===== src/rtl/duty_btn_pkg.sv =====
// Shared constants and types for the duty button conditioner.
// Repeat behaviour is compiled in only when BTN_AUTOREPEAT_EN is defined.
package duty_btn_pkg;

   localparam int DEBOUNCE_CYCLES_DEF = 16;
   localparam int REPEAT_DELAY_DEF    = 200;
   localparam int REPEAT_PERIOD_DEF   = 50;
   localparam int CNT_W_DEF           = 8;

   // Debounced level now and the value it takes on the coming edge.
   typedef struct packed {
      logic level;
      logic level_next;
   } btn_state_t;

   function automatic bit cnt_fits(input int w, input int deb, input int dly, input int per);
      int cap;
      cap = (32'sd1 <<< w) - 32'sd1;
      return (deb >= 32'sd2) && (deb <= cap) &&
             (dly >= 32'sd1) && (dly <= cap) &&
             (per >= 32'sd1) && (per <= cap);
   endfunction

endpackage


===== src/rtl/btn_debounce.sv =====
// One button channel: two-flop synchroniser followed by a counting debouncer
// that flips the level only after DEBOUNCE_CYCLES consecutive mismatching samples.
module btn_debounce
   import duty_btn_pkg::*;
#(
   parameter int DEBOUNCE_CYCLES = DEBOUNCE_CYCLES_DEF,
   parameter int CNT_W           = CNT_W_DEF
)(
   input  logic       clk,
   input  logic       reset,
   input  logic       btn,
   output btn_state_t state_o
);

   localparam logic [CNT_W-1:0] CNT_LAST = CNT_W'(DEBOUNCE_CYCLES - 1);

   logic             s0_q;
   logic             s1_q;
   logic             level_q;
   logic             level_d;
   logic [CNT_W-1:0] cnt_q;
   logic [CNT_W-1:0] cnt_d;

   // Debounce next-state: any matching sample discards the partial count.
   always_comb begin
      level_d = level_q;
      cnt_d   = {CNT_W{1'b0}};
      if (s1_q != level_q) begin
         if (cnt_q == CNT_LAST) begin
            level_d = s1_q;
            cnt_d   = {CNT_W{1'b0}};
         end else begin
            cnt_d = cnt_q + CNT_W'(1);
         end
      end else begin
         cnt_d = {CNT_W{1'b0}};
      end
   end

   // Synchroniser, counter and level registers.
   always_ff @(posedge clk or posedge reset) begin
      if (reset) begin
         s0_q    <= 1'b0;
         s1_q    <= 1'b0;
         cnt_q   <= {CNT_W{1'b0}};
         level_q <= 1'b0;
      end else begin
         s0_q    <= btn;
         s1_q    <= s0_q;
         cnt_q   <= cnt_d;
         level_q <= level_d;
      end
   end

   assign state_o.level      = level_q;
   assign state_o.level_next = level_d;

endmodule


===== src/rtl/duty_button_conditioner.sv =====
// Two debounced button channels turned into mutually exclusive one-cycle duty-step
// pulses; BTN_AUTOREPEAT_EN adds timed repeat pulses while a single button is held.
module duty_button_conditioner
   import duty_btn_pkg::*;
#(
   parameter int DEBOUNCE_CYCLES = DEBOUNCE_CYCLES_DEF,
   parameter int CNT_W           = CNT_W_DEF,
   parameter int REPEAT_DELAY    = REPEAT_DELAY_DEF,
   parameter int REPEAT_PERIOD   = REPEAT_PERIOD_DEF
)(
   input  logic clk,
   input  logic reset,
   input  logic increase_btn,
   input  logic decrease_btn,
   output logic increase_duty_sync,
   output logic decrease_duty_sync,
   output logic inc_level,
   output logic dec_level
);

   localparam bit CFG_OK = cnt_fits(CNT_W, DEBOUNCE_CYCLES, REPEAT_DELAY, REPEAT_PERIOD);

   if (!CFG_OK) begin : g_bad_cfg
      $error("duty_button_conditioner: counter width or timing parameters out of range");
   end

   btn_state_t inc_st_s;
   btn_state_t dec_st_s;
   logic [1:0] lvl_s;
   logic [1:0] nxt_s;
   logic [1:0] press_s;
   logic [1:0] fire_s;
   logic [1:0] pulse_d;
   logic [1:0] pulse_q;

   btn_debounce #(
      .DEBOUNCE_CYCLES (DEBOUNCE_CYCLES),
      .CNT_W           (CNT_W)
   ) u_inc (
      .clk     (clk),
      .reset   (reset),
      .btn     (increase_btn),
      .state_o (inc_st_s)
   );

   btn_debounce #(
      .DEBOUNCE_CYCLES (DEBOUNCE_CYCLES),
      .CNT_W           (CNT_W)
   ) u_dec (
      .clk     (clk),
      .reset   (reset),
      .btn     (decrease_btn),
      .state_o (dec_st_s)
   );

   // Index 0 is the increase channel, index 1 the decrease channel.
   assign lvl_s = {dec_st_s.level,      inc_st_s.level};
   assign nxt_s = {dec_st_s.level_next, inc_st_s.level_next};

   // A press counts only on a rising level while the other level is low on that edge.
   always_comb begin
      press_s    = 2'b00;
      press_s[0] = nxt_s[0] & ~lvl_s[0] & ~nxt_s[1];
      press_s[1] = nxt_s[1] & ~lvl_s[1] & ~nxt_s[0];
   end

`ifdef BTN_AUTOREPEAT_EN
   localparam logic [CNT_W-1:0] REP_DELAY_LAST  = CNT_W'(REPEAT_DELAY - 1);
   localparam logic [CNT_W-1:0] REP_PERIOD_LAST = CNT_W'(REPEAT_PERIOD - 1);

   logic [1:0][CNT_W-1:0] rep_cnt_q;
   logic [1:0][CNT_W-1:0] rep_cnt_d;
   logic [1:0]            armed_q;
   logic [1:0]            armed_d;
   logic [1:0]            first_q;
   logic [1:0]            first_d;

   // Repeat timing; any break in sole ownership disarms until the next fresh press.
   always_comb begin
      rep_cnt_d = {2{{CNT_W{1'b0}}}};
      armed_d   = armed_q;
      first_d   = first_q;
      fire_s    = 2'b00;
      for (int i = 0; i < 2; i++) begin
         if (press_s[i]) begin
            armed_d[i]   = 1'b1;
            first_d[i]   = 1'b1;
            rep_cnt_d[i] = {CNT_W{1'b0}};
         end else if (armed_q[i] & lvl_s[i] & nxt_s[i] & ~nxt_s[1-i]) begin
            if (rep_cnt_q[i] == (first_q[i] ? REP_DELAY_LAST : REP_PERIOD_LAST)) begin
               fire_s[i]    = 1'b1;
               first_d[i]   = 1'b0;
               rep_cnt_d[i] = {CNT_W{1'b0}};
            end else begin
               rep_cnt_d[i] = rep_cnt_q[i] + CNT_W'(1);
            end
         end else begin
            armed_d[i]   = 1'b0;
            first_d[i]   = 1'b0;
            rep_cnt_d[i] = {CNT_W{1'b0}};
         end
      end
   end

   // Repeat state registers.
   always_ff @(posedge clk or posedge reset) begin
      if (reset) begin
         rep_cnt_q <= {2{{CNT_W{1'b0}}}};
         armed_q   <= 2'b00;
         first_q   <= 2'b00;
      end else begin
         rep_cnt_q <= rep_cnt_d;
         armed_q   <= armed_d;
         first_q   <= first_d;
      end
   end
`else
   // Single pulse per press: no repeat source.
   always_comb begin
      fire_s = 2'b00;
   end
`endif

   // Press and repeat sources share the one-cycle output register.
   always_comb begin
      pulse_d = press_s | fire_s;
   end

   // Output pulse register.
   always_ff @(posedge clk or posedge reset) begin
      if (reset) begin
         pulse_q <= 2'b00;
      end else begin
         pulse_q <= pulse_d;
      end
   end

   assign increase_duty_sync = pulse_q[0];
   assign decrease_duty_sync = pulse_q[1];
   assign inc_level          = lvl_s[0];
   assign dec_level          = lvl_s[1];

endmodule


===== config.mk =====
export PLATFORM = sky130hd
export DESIGN_NAME = duty_button_conditioner
export DESIGN_NICKNAME = d
export VERILOG_FILES = /design/src/rtl/duty_btn_pkg.sv /design/src/rtl/btn_debounce.sv /design/src/rtl/duty_button_conditioner.sv
export SDC_FILE = /design/constraint.sdc
export NUM_CORES = 1
export LEC_CHECK = 0
export ABC_AREA = 1
export BUFFER_PORTS_ARGS = -buffer_cell sky130_fd_sc_hd__buf_2
export CORE_ASPECT_RATIO = 2
export CORE_MARGIN = 2
export CORE_UTILIZATION = 40
export CTS_CLUSTER_DIAMETER = 100
export DETAILED_ROUTE_END_ITERATION = 12
export PLACE_DENSITY = 0.63
export SLEW_MARGIN = 20
export SYNTH_ARGS = -nofsm -noshare
export SYNTH_HDL_FRONTEND = slang
export SYNTH_SLANG_ARGS = --single-unit

===== constraint.sdc =====
create_clock -name clk -period 1.1 [get_ports clk]
set_clock_uncertainty 0.05 [all_clocks]
set_input_delay 0.055 -clock clk [delete_from_list [all_inputs] [get_ports clk]]
set_output_delay 0.055 -clock clk [all_outputs]
set_load 0.01 [all_outputs]

After elaboration in Yosys (flattened, before gate mapping)
Cells that the tools add are included.
Operators by class
  multiplexer cells: 8
  $add $sub $neg: 2
  equal/unequal tests: 4
  bitwise gates (word level): 8
Operators with widths (number)
  8-bit two-way mux: 4
  8-bit by 1-bit adder with 8-bit output (second input constant): 2
  8-bit by 4-bit equality test with 1-bit output (second input constant): 2
  1-bit AND: 4
  1-bit two-way mux: 4
  1-bit NOT: 4
  1-bit != test: 2
Word-level totals
  input port bits: 4
  register bits: 24
  logic and storage cells: 31
  output and inout bits: 4

Depth between registers and ports, before layout
Gate-level depths: netlist of run 1.
  word-level depth: 5
  gate-level depth with buffers: 6

Hierarchy
Synthesis of run 1 repeated with hierarchy kept, for this count alone.
Second synthesis, totals
  cells, all modules: 135
  area total of the unflattened synthesis: 1127.3 um2
By module, submodules not included
  btn_debounce (u_inc): instances 1, area an instance 525.5 um2, cells each 63, seq. area each 275.3 um2
  btn_debounce (u_dec): instances 1, area an instance 523.0 um2, cells each 63, seq. area each 275.3 um2
  duty_button_conditioner: instances 1, area an instance 78.8 um2, cells each 9, seq. area each 50.0 um2

Worst setup path after synthesis of run 1
Ideal clock, no wire load.
  path kind: flip-flop to flip-flop
  start point: register u_dec.cnt_q[0]
  end point: register u_dec.cnt_q[0]
  stages on the path, launching flop included: 7
  path slack: -0.030 ns
  period minus slack after synthesis: 1.130 ns
  arrival: 0.960 ns
  path through: dfrtp_1 > ha_1 > nand2_1 > nor2_1 > nand3_1 > o21ai_2 > nor2_1
Between the ends
  longest elaborated chain between the ends: 3
  elaborated cells between the ends (all ways): 4
  classes of those cells: add/sub (1); eq/ne (1); mux (2)
Ends and longest elaborated chain
  start, declared: line btn_debounce.sv:21  | logic [CNT_W-1:0] cnt_q;
  start signal, assigned: line btn_debounce.sv:45  | cnt_q <= {CNT_W{1'b0}};
  start signal, assigned: line btn_debounce.sv:50  | cnt_q <= cnt_d;
  8-bit by 1-bit adder with 8-bit output / 8-bit by 4-bit equality test with 1-bit output (equally long branches): line btn_debounce.sv:33, btn_debounce.sv:29
  8-bit two-way mux *: line btn_debounce.sv:29  | if (cnt_q == CNT_LAST) begin
  8-bit two-way mux *: line btn_debounce.sv:28  | if (s1_q != level_q) begin
  net u_dec.cnt_d[0]: line btn_debounce.sv:22  | logic [CNT_W-1:0] cnt_d;
Mark *: on every way through the listed nets, which the timed path passes. The rest lies on a longest branch.

Worst setup path after layout of run 1
  start point: register u_inc.cnt_q[0]
  end point: register pulse_q[1]
Between the ends
  longest elaborated chain between the ends: 5
Ends and longest elaborated chain
  start, declared: line btn_debounce.sv:21
  start signal, assigned: line btn_debounce.sv:45
  start signal, assigned: line btn_debounce.sv:50
  8-bit by 4-bit equality test with 1-bit output: line btn_debounce.sv:29
  1-bit two-way mux: line btn_debounce.sv:29
  1-bit two-way mux: line btn_debounce.sv:28
  net u_inc.level_d: line btn_debounce.sv:20  | logic level_d;
  1-bit NOT: line duty_button_conditioner.sv:64  | press_s[1] = nxt_s[1] & ~lvl_s[1] & ~nxt_s[0];
  1-bit AND: line duty_button_conditioner.sv:64
  net press_s[1]: line duty_button_conditioner.sv:31  | logic [1:0] press_s;
  end signal, assigned: line duty_button_conditioner.sv:134  | pulse_q <= pulse_d;
  end, declared: line duty_button_conditioner.sv:34  | logic [1:0] pulse_q;
The timed path passes the listed nets, and every way through them passes these cells.

==> flow_summary.html, run 1 <==
<table>
<tr><th>Metric</th><th>Value</th></tr>
<tr><th colspan="2">Global routing</th></tr>
<tr><td>Maximum number of pins on one net before global-route repair</td><td>25</td></tr>
<tr><td>Wire length of the first global-routing pass</td><td>3.68 mm</td></tr>
<tr><td>Vias in the first global route</td><td>861</td></tr>
<tr><td>Antenna violations before repair</td><td>0</td></tr>
<tr><td>Total GRT Usage</td><td>16.6%</td></tr>
<tr><td>GRT overflow</td><td>0</td></tr>
<tr><th colspan="2">Detailed routing</th></tr>
<tr><td>Total Routed Length</td><td>2.42 mm</td></tr>
<tr><td>Via-to-Cell Ratio</td><td>4.88</td></tr>
<tr><td>Number of detailed-route iterations in the first pass</td><td>3</td></tr>
<tr><td>WL/cell</td><td>13.1 um</td></tr>
<tr><td>Total via count in the routed design</td><td>902</td></tr>
<tr><td>Residual DRC count</td><td>0</td></tr>
<tr><td>Number of design-rule violations left by the first detailed-router iteration</td><td>16</td></tr>
<tr><td>Final antenna-violating net count</td><td>0</td></tr>
<tr><th colspan="2">Timing</th></tr>
<tr><td>Max transition margin</td><td>79.4%</td></tr>
<tr><td>RSZ-0062 raised after global routing</td><td>true</td></tr>
<tr><td>Count of final setup violators</td><td>12</td></tr>
<tr><td>Transition at the pin with the smallest max-transition slack</td><td>309 ps</td></tr>
<tr><td>Final WS setup</td><td>-68.5 ps</td></tr>
<tr><td>Setup Total Neg Slack</td><td>-418 ps</td></tr>
<tr><td>F_max</td><td>856 MHz</td></tr>
<tr><td>Final period utilization</td><td>106%</td></tr>
<tr><td>Final-report hold violation count</td><td>0</td></tr>
<tr><td>Clock period minus final worst setup slack</td><td>1170 ps</td></tr>
<tr><td>Max-slew violation count</td><td>0</td></tr>
<tr><th colspan="2">Floorplanning</th></tr>
<tr><td>Core Box Area</td><td>0.00270 mm^2</td></tr>
<tr><td>Standard-cell rows</td><td>27</td></tr>
<tr><td>Initial Utilization</td><td>41.0%</td></tr>
<tr><td>Chip Width</td><td>41.2 um</td></tr>
<tr><td>Floorplan die area</td><td>0.00323 mm^2</td></tr>
<tr><td>Floorplan die height</td><td>78.4 um</td></tr>
<tr><td>Number of placed I/O pins</td><td>8</td></tr>
<tr><th colspan="2">Worst setup path</th></tr>
<tr><td>Crit end category</td><td>register</td></tr>
<tr><td>Sort of element at the start of the critical path</td><td>register</td></tr>
<tr><td>Sequence of cells on the critical path</td><td>ha_4 -&gt; nand2_4 -&gt; nor2_2 -&gt; nand4_1 -&gt; nand2_1 -&gt; nor2_2</td></tr>
<tr><td>Largest fanout on the critical path</td><td>3</td></tr>
<tr><td>Highest-delay cell along the critical path</td><td>dfrtp_1</td></tr>
<tr><td>Number of buffers and inverters on the critical path</td><td>0</td></tr>
<tr><td>Largest incremental delay on the critical path</td><td>420 ps</td></tr>
<tr><td>Startpoint of the lowest-slack register-to-register path</td><td>u_inc.cnt_q[0]$_DFF_PP0_</td></tr>
<tr><td>Crit path arrival time</td><td>1290 ps</td></tr>
<tr><td>Worst path most repeated cell</td><td>nor2_2</td></tr>
<tr><td>Logic depth of the worst setup path including buffers</td><td>6</td></tr>
<tr><td>Worst endpoint required time</td><td>1220 ps</td></tr>
<tr><td>Worst setup path class</td><td>register to register</td></tr>
<tr><td>Path depth of the worst reg2reg path</td><td>6</td></tr>
<tr><td>RR Endpoint</td><td>pulse_q[1]$_DFF_PP0_</td></tr>
<tr><td>Kind of cell with the highest combined delay on the critical path</td><td>flip-flops</td></tr>
<tr><td>Crit. Startpoint</td><td>u_inc.cnt_q[0]$_DFF_PP0_</td></tr>
<tr><td>Last element of the critical path</td><td>pulse_q[1]$_DFF_PP0_</td></tr>
<tr><td>Setup slack, reg-to-reg</td><td>-70 ps</td></tr>
<tr><th colspan="2">CTS</th></tr>
<tr><td>Clock Sinks</td><td>24</td></tr>
<tr><td>CTS Buf Count</td><td>3</td></tr>
<tr><td>Clock latency on the worst-skew pair</td><td>270 ps</td></tr>
<tr><td>Max Buffers Root-to-Sink</td><td>2</td></tr>
<tr><td>Clock tree from TritonCTS</td><td>built</td></tr>
<tr><td>H-tree levels</td><td>1</td></tr>
<tr><td>Clock transition at path regs</td><td>90 ps</td></tr>
<tr><td>Root buffer cell</td><td>clkbuf_8</td></tr>
<tr><th colspan="2">Cells and area</th></tr>
<tr><td>Fraction of layout instances using a drive strength above 1</td><td>48.7%</td></tr>
<tr><td>Diode insertion count for antenna repair</td><td>0</td></tr>
<tr><td>Fillers</td><td>222</td></tr>
<tr><td>Commonest cells after routing, fill and taps aside</td><td>19 x dfrtp_1, 15 x nand2_1, 15 x buf_4</td></tr>
<tr><td>Most frequent standard cell in the layout excluding fill and tap cells</td><td>dfrtp_1</td></tr>
<tr><td>Final nets</td><td>163</td></tr>
<tr><td>Share of the core filled with cells in the final layout</td><td>59.4%</td></tr>
<tr><td>Summed area of non-filler cells in the final layout</td><td>0.00161 mm^2</td></tr>
<tr><td>Number of cells in the finished layout apart from fillers</td><td>185</td></tr>
<tr><td>Area growth from synthesis to layout</td><td>45.1%</td></tr>
<tr><th colspan="2">Yosys</th></tr>
<tr><td>Nets in the synthesized netlist</td><td>131</td></tr>
<tr><td>Number of register bits inferred by synthesis</td><td>24</td></tr>
<tr><td>Yosys cell types</td><td>20</td></tr>
<tr><td>Cells after synthesis</td><td>125</td></tr>
<tr><td>Mean instance size in the synthesized netlist</td><td>8.86 um^2</td></tr>
<tr><td>Netlist area before placement</td><td>0.00111 mm^2</td></tr>
<tr><td>Sequential element share of the synthesized area</td><td>54.2%</td></tr>
<tr><td>Ys Warns</td><td>0</td></tr>
<tr><th colspan="2">Pwr</th></tr>
<tr><td>VDD IR max</td><td>0.000888 V</td></tr>
<tr><td>Areal power density over the cells</td><td>1160 mW/mm^2</td></tr>
<tr><td>Lkg Pwr</td><td>0.721 nW</td></tr>
<tr><th colspan="2">Status</th></tr>
<tr><td>Violations in the final reports</td><td>negative setup slack</td></tr>
<tr><td>Run status</td><td>finished with violations</td></tr>
<tr><th colspan="2">Hold path</th></tr>
<tr><td>Hold Crit Class</td><td>register to register</td></tr>
<tr><th colspan="2">Placed design</th></tr>
<tr><td>Instance count after placement with tap cells included</td><td>172</td></tr>
<tr><td>Post-DP HPWL</td><td>1.74 mm</td></tr>
<tr><td>Global placer's final weighted congestion</td><td>0.788</td></tr>
<tr><td>Placed inst area</td><td>0.00126 mm^2</td></tr>
<tr><td>IO Port Bufs</td><td>7</td></tr>
<tr><th colspan="2">Job</th></tr>
<tr><td>Max-Cap Viols</td><td>0</td></tr>
</table>
worst register-to-register path: stages (launching register included):
cell	delay, ps
dfrtp_1	420
ha_4	190
nand2_4	60
nor2_2	90
nand4_1	100
nand2_1	130
nor2_2	40
report_power, final:
group          total, mW  switching [mW]  internal (mW)  leakage [nW]
registers          0.938          0.0310          0.907         0.313
logic              0.152          0.0770         0.0746         0.372
clock network      0.775           0.289          0.487        0.0357
sequential cells by signal (all words and copies together), names as in the netlist:
name           count
u_inc.cnt_q        8
u_dec.level_q      1
pulse_q            2
u_inc.level_q      1
u_dec.s1_q         1
u_dec.cnt_q        8
u_dec.s0_q         1
u_inc.s1_q         1
u_inc.s0_q         1
how the worst min path moves through the flow:
stage	slack (ps)	from	end	cells past startpoint
floorplan	20	reset	pulse_q[0]$_DFF_PP0_	1
global placement	60	reset	u_inc.cnt_q[7]$_DFF_PP0_	3
detailed placement	60	reset	u_inc.cnt_q[7]$_DFF_PP0_	3
CTS	300	u_dec.s0_q$_DFF_PP0_	u_dec.s1_q$_DFF_PP0_	0
global route	310	u_dec.s0_q$_DFF_PP0_	u_dec.s1_q$_DFF_PP0_	0
finish	300	u_dec.s0_q$_DFF_PP0_	u_dec.s1_q$_DFF_PP0_	0
through the flow:
step / power, mW / setup WS [ps] / hold WS [ps]
2_1_floorplan: 0.993 / 2.15 / 19.6
3_3_place_gp: 1.03 / -77.4 / 62.6
3_5_place_dp: 1.04 / -129 / 64.9
4_1_cts: 1.86 / -58.8 / 304
5_1_grt: 1.94 / -132 / 311
6_report: 1.87 / -68.5 / 302
synth_stat cells:
cell	n	share of area [%]
nor3b_1	1	0.68
a21oi_2	1	0.79
xor2_2	1	1.5
o21ai_2	2	1.6
nand3_1	10	4.5
nand4_1	3	1.7
inv_1	16	5.4
nor2_1	20	6.8
ha_1	2	2.3
inv_2	2	0.68
nor2_2	6	3.4
o21bai_1	1	0.68
o21ai_0	2	0.90
dfrtp_1	24	54
xor2_1	3	2.4
a21oi_1	6	2.7
o21ai_1	1	0.45
nand2_1	22	7.5
nand3_2	1	0.90
o21bai_2	1	1.0
layer usage:
layer | GRT usage (%) | vias up | routed length (um)
met4 | 6.77 | 0 | 40
met3 | 1.69 | 4 | 32
li1 | - | 457 | -
met5 | 0 | - | 0
met2 | 30.0 | 8 | 1390
met1 | 17.6 | 433 | 959
layout make-up:
type	instances	area, um^2	area share (%)
clock buffer	3	41.3	2.57
multi-input combinational	83	616	38.3
sequential	24	607	37.8
inverter	18	70.1	4.36
clock inverter	1	30.0	1.87
timing repair buffer	27	206	12.9
tap	29	36.3	2.26
kinds of logic (layout without fill, tap and decap cells):
kind of cell / after synthesis / count (layout) / share of synthesized area [%]
buf+inv: 18 / 49 / 6.10
compound gates: 14 / 14 / 8.14
flops: 24 / 24 / 54.2
fa+ha+maj: 2 / 2 / 2.26
xor+xnor: 4 / 4 / 3.84
simple gates: 63 / 63 / 25.4
repair_timing:
| item | 4_1_cts | 5_1_grt |
|---|---|---|
| endpoints found under the setup margin | 13 | 19 |
| pin swaps | 9 | 9 |
| hold buffers | 3 | 0 |
| resized for setup | 20 | 33 |
| hold endpoints to repair | 26 | 0 |
| buffers inserted | 4 | 3 |
| cloned | 0 | 0 |
Power figures use the tool's default switching activity.
==> run 2: changes to the inputs <==
Settings changed: RECOVER_POWER from default to 100.
==> run 2 against run 1 <==
Net effect: the run still ends with negative setup slack left; non-clock buffer count stayed put; critical path depth stayed put; sequential cell count unchanged; die area unchanged.
==> flow_summary.html, run 2 (synthesis results as in run 1) <==
<table>
<tr><th>Metric</th><th>Value</th></tr>
<tr><th colspan="2">Status</th></tr>
<tr><td>Run status</td><td>finished with violations (unchanged)</td></tr>
<tr><td>Violations in the final reports</td><td>negative setup slack (unchanged)</td></tr>
<tr><th colspan="2">CTS</th></tr>
<tr><td>Clock tree from TritonCTS</td><td>built (unchanged)</td></tr>
<tr><td>Root buffer cell</td><td>clkbuf_8 (unchanged)</td></tr>
<tr><td>Clock Sinks</td><td>24 (unchanged)</td></tr>
<tr><td>Clock latency on the worst-skew pair</td><td>270 ps (about the same)</td></tr>
<tr><td>Max Buffers Root-to-Sink</td><td>2 (unchanged)</td></tr>
<tr><td>H-tree levels</td><td>1 (unchanged)</td></tr>
<tr><td>Clock transition at path regs</td><td>90 ps (about the same)</td></tr>
<tr><td>CTS Buf Count</td><td>3 (unchanged)</td></tr>
<tr><th colspan="2">Cells and area</th></tr>
<tr><td>Diode insertion count for antenna repair</td><td>0 (unchanged)</td></tr>
<tr><td>Most frequent standard cell in the layout excluding fill and tap cells</td><td>dfrtp_1 (unchanged)</td></tr>
<tr><td>Final nets</td><td>163 (unchanged)</td></tr>
<tr><td>Share of the core filled with cells in the final layout</td><td>59.2% (was 59.4%)</td></tr>
<tr><td>Fillers</td><td>226 (was 222)</td></tr>
<tr><td>Multi-input gate area in the final layout</td><td>616 um^2 (unchanged)</td></tr>
<tr><td>Summed area of non-filler cells in the final layout</td><td>0.00160 mm^2 (was 0.00161 mm^2)</td></tr>
<tr><td>Storage cell area</td><td>607 um^2 (unchanged)</td></tr>
<tr><td>Area growth from synthesis to layout</td><td>44.5% (was 45.1%)</td></tr>
<tr><td>Fraction of layout instances using a drive strength above 1</td><td>46.8% (was 48.7%)</td></tr>
<tr><td>Commonest cells after routing, fill and taps aside</td><td>19 x dfrtp_1, 15 x nand2_1, 14 x buf_4 (was 19 x dfrtp_1, 15 x nand2_1, 15 x buf_4)</td></tr>
<tr><td>Registers with the highest flip-flop counts</td><td>u_dec.cnt_q: 8 flops, u_inc.cnt_q: 8 flops, pulse_q: 2 flops (unchanged)</td></tr>
<tr><th colspan="2">Timing</th></tr>
<tr><td>Setup Total Neg Slack</td><td>-418 ps (about the same)</td></tr>
<tr><td>Max-slew violation count</td><td>0 (unchanged)</td></tr>
<tr><td>Count of final setup violators</td><td>12 (unchanged)</td></tr>
<tr><td>Final period utilization</td><td>106% (about the same)</td></tr>
<tr><td>Final-report hold violation count</td><td>0 (unchanged)</td></tr>
<tr><td>RSZ-0062 raised after global routing</td><td>true (unchanged)</td></tr>
<tr><td>Transition at the pin with the smallest max-transition slack</td><td>602 ps (was 309 ps)</td></tr>
<tr><td>Final WS setup</td><td>-68.5 ps (about the same)</td></tr>
<tr><td>F_max</td><td>856 MHz (about the same)</td></tr>
<tr><td>Max transition margin</td><td>59.9% (was 79.4%)</td></tr>
<tr><td>Clock period minus final worst setup slack</td><td>1170 ps (about the same)</td></tr>
<tr><th colspan="2">Pwr</th></tr>
<tr><td>Share of power burned in registers</td><td>50.3% (about the same)</td></tr>
<tr><td>Sw Share</td><td>21.3% (about the same)</td></tr>
<tr><td>Internal Power</td><td>1.47 mW (about the same)</td></tr>
<tr><td>Total Power Consumption</td><td>1.86 mW (was 1.87 mW)</td></tr>
<tr><td>Share of total power in the clock network</td><td>41.6% (about the same)</td></tr>
<tr><td>Net Switching</td><td>0.397 mW (about the same)</td></tr>
<tr><td>VDD IR max</td><td>0.000888 V (about the same)</td></tr>
<tr><td>Areal power density over the cells</td><td>1160 mW/mm^2 (about the same)</td></tr>
<tr><td>Lkg Pwr</td><td>0.708 nW (was 0.721 nW)</td></tr>
<tr><td>Combinational Power Share</td><td>8.1% (about the same)</td></tr>
<tr><th colspan="2">Global routing</th></tr>
<tr><td>Antenna violations before repair</td><td>0 (unchanged)</td></tr>
<tr><td>Maximum number of pins on one net before global-route repair</td><td>25 (unchanged)</td></tr>
<tr><td>GRT overflow</td><td>0 (unchanged)</td></tr>
<tr><td>Wire length of the first global-routing pass</td><td>3.68 mm (unchanged)</td></tr>
<tr><td>Total GRT Usage</td><td>16.6% (unchanged)</td></tr>
<tr><td>Vias in the first global route</td><td>861 (unchanged)</td></tr>
<tr><th colspan="2">Detailed routing</th></tr>
<tr><td>WL/cell</td><td>13.1 um (about the same)</td></tr>
<tr><td>Final antenna-violating net count</td><td>0 (unchanged)</td></tr>
<tr><td>Number of design-rule violations left by the first detailed-router iteration</td><td>16 (unchanged)</td></tr>
<tr><td>Via-to-Cell Ratio</td><td>4.88 (unchanged)</td></tr>
<tr><td>Residual DRC count</td><td>0 (unchanged)</td></tr>
<tr><td>Total Routed Length</td><td>2.43 mm (was 2.42 mm)</td></tr>
<tr><td>Number of detailed-route iterations in the first pass</td><td>3 (unchanged)</td></tr>
<tr><td>Total via count in the routed design</td><td>902 (unchanged)</td></tr>
<tr><th colspan="2">Placed design</th></tr>
<tr><td>IO Port Bufs</td><td>7 (unchanged)</td></tr>
<tr><td>Placed inst area</td><td>0.00126 mm^2 (unchanged)</td></tr>
<tr><td>Global placer's final weighted congestion</td><td>0.788 (unchanged)</td></tr>
<tr><td>Post-DP HPWL</td><td>1.74 mm (unchanged)</td></tr>
<tr><td>Worst slack at placement</td><td>-129 ps (unchanged)</td></tr>
<tr><th colspan="2">Floorplanning</th></tr>
<tr><td>Core Box Area</td><td>0.00270 mm^2 (unchanged)</td></tr>
<tr><td>Standard-cell rows</td><td>27 (unchanged)</td></tr>
<tr><td>Chip Width</td><td>41.2 um (unchanged)</td></tr>
<tr><td>Floorplan die area</td><td>0.00323 mm^2 (unchanged)</td></tr>
<tr><td>Number of placed I/O pins</td><td>8 (unchanged)</td></tr>
<tr><td>Initial Utilization</td><td>41.0% (unchanged)</td></tr>
<tr><td>Floorplan die height</td><td>78.4 um (unchanged)</td></tr>
<tr><th colspan="2">Worst setup path</th></tr>
<tr><td>Largest fanout on the critical path</td><td>3 (unchanged)</td></tr>
<tr><td>Worst setup path class</td><td>register to register (unchanged)</td></tr>
<tr><td>Crit end category</td><td>register (unchanged)</td></tr>
<tr><td>Worst endpoint required time</td><td>1220 ps (about the same)</td></tr>
<tr><td>Crit path arrival time</td><td>1290 ps (about the same)</td></tr>
<tr><td>Sort of element at the start of the critical path</td><td>register (unchanged)</td></tr>
<tr><th colspan="2">Job</th></tr>
<tr><td>Max-Cap Viols</td><td>0 (unchanged)</td></tr>
<tr><th colspan="2">Hold path</th></tr>
<tr><td>Hold Crit Class</td><td>register to register (unchanged)</td></tr>
</table>
[run 2: cell count changes in the layout (fill, tap and decap cells not counted), sizes merged]
cell	delta
buf	-4
clkbuf	+4
[run 2: through the flow]
stage | cells | hold slack (ps)
after floorplan | 125 | 19.6
after global placement | 172 | 62.6
after detailed placement | 172 | 64.9
after CTS | 183 | 304
after global routing | 185 | 311
final | 185 | 302
[run 2: worst max-delay path: stages, from the launching register on]
cell	delay, ps
dfrtp_1	420
ha_4	190
nand2_4	60
nor2_2	90
nand4_1	100
nand2_1	130
nor2_2	40
[run 2: power groups by stage]
stage	clock network [mW]	registers (mW)	logic [mW]
after detailed placement	0	0.943	0.0929
after CTS	0.791	0.933	0.131
after global placement	0	0.941	0.0889
after floorplan	0	0.939	0.0547
final	0.775	0.938	0.150
after global routing	0.826	0.942	0.169
[run 2: layer usage]
layer  share of wire [%]  wire length, um  track usage (%)  vias up
met5                   0                0                0        -
met4                 1.6               40             6.77        0
met3                 1.4               34             1.69        4
met2                  57             1390             30.0        8
met1                  40              960             17.6      433
li1                    -                -                -      457
[run 2: repair_timing]
item                                   4_1_cts  5_1_grt
setup buffers                                4        3
gates resized for setup                     20       33
pin swaps                                    9        9
hold buffers                                 3        0
setup endpoints to repair                   13       19
endpoints found under the hold margin       26        0
[run 2: layout make-up]
cell class	instances	share of cell area [%]
multi-input combinational	83	38.5
sequential	24	37.9
timing repair buffer	27	12.5
inverter	18	4.38
clock buffer	3	2.58
tap	29	2.27
clock inverter	1	1.88
[run 2: final timing paths]
check / start / cells after the start / slack, ps / to
worst min-delay path: u_dec.s0_q$_DFF_PP0_ / 0 / 300 / u_dec.s1_q$_DFF_PP0_
worst max register to register: u_inc.cnt_q[0]$_DFF_PP0_ / 6 / -70 / pulse_q[1]$_DFF_PP0_
worst max-delay path: u_inc.cnt_q[0]$_DFF_PP0_ / 6 / -70 / pulse_q[1]$_DFF_PP0_
max in group asynchronous: reset / 4 / 150 / u_inc.cnt_q[3]$_DFF_PP0_
min in group asynchronous: reset / 4 / 420 / u_dec.cnt_q[7]$_DFF_PP0_
worst min register to register: u_dec.s0_q$_DFF_PP0_ / 0 / 300 / u_dec.s1_q$_DFF_PP0_
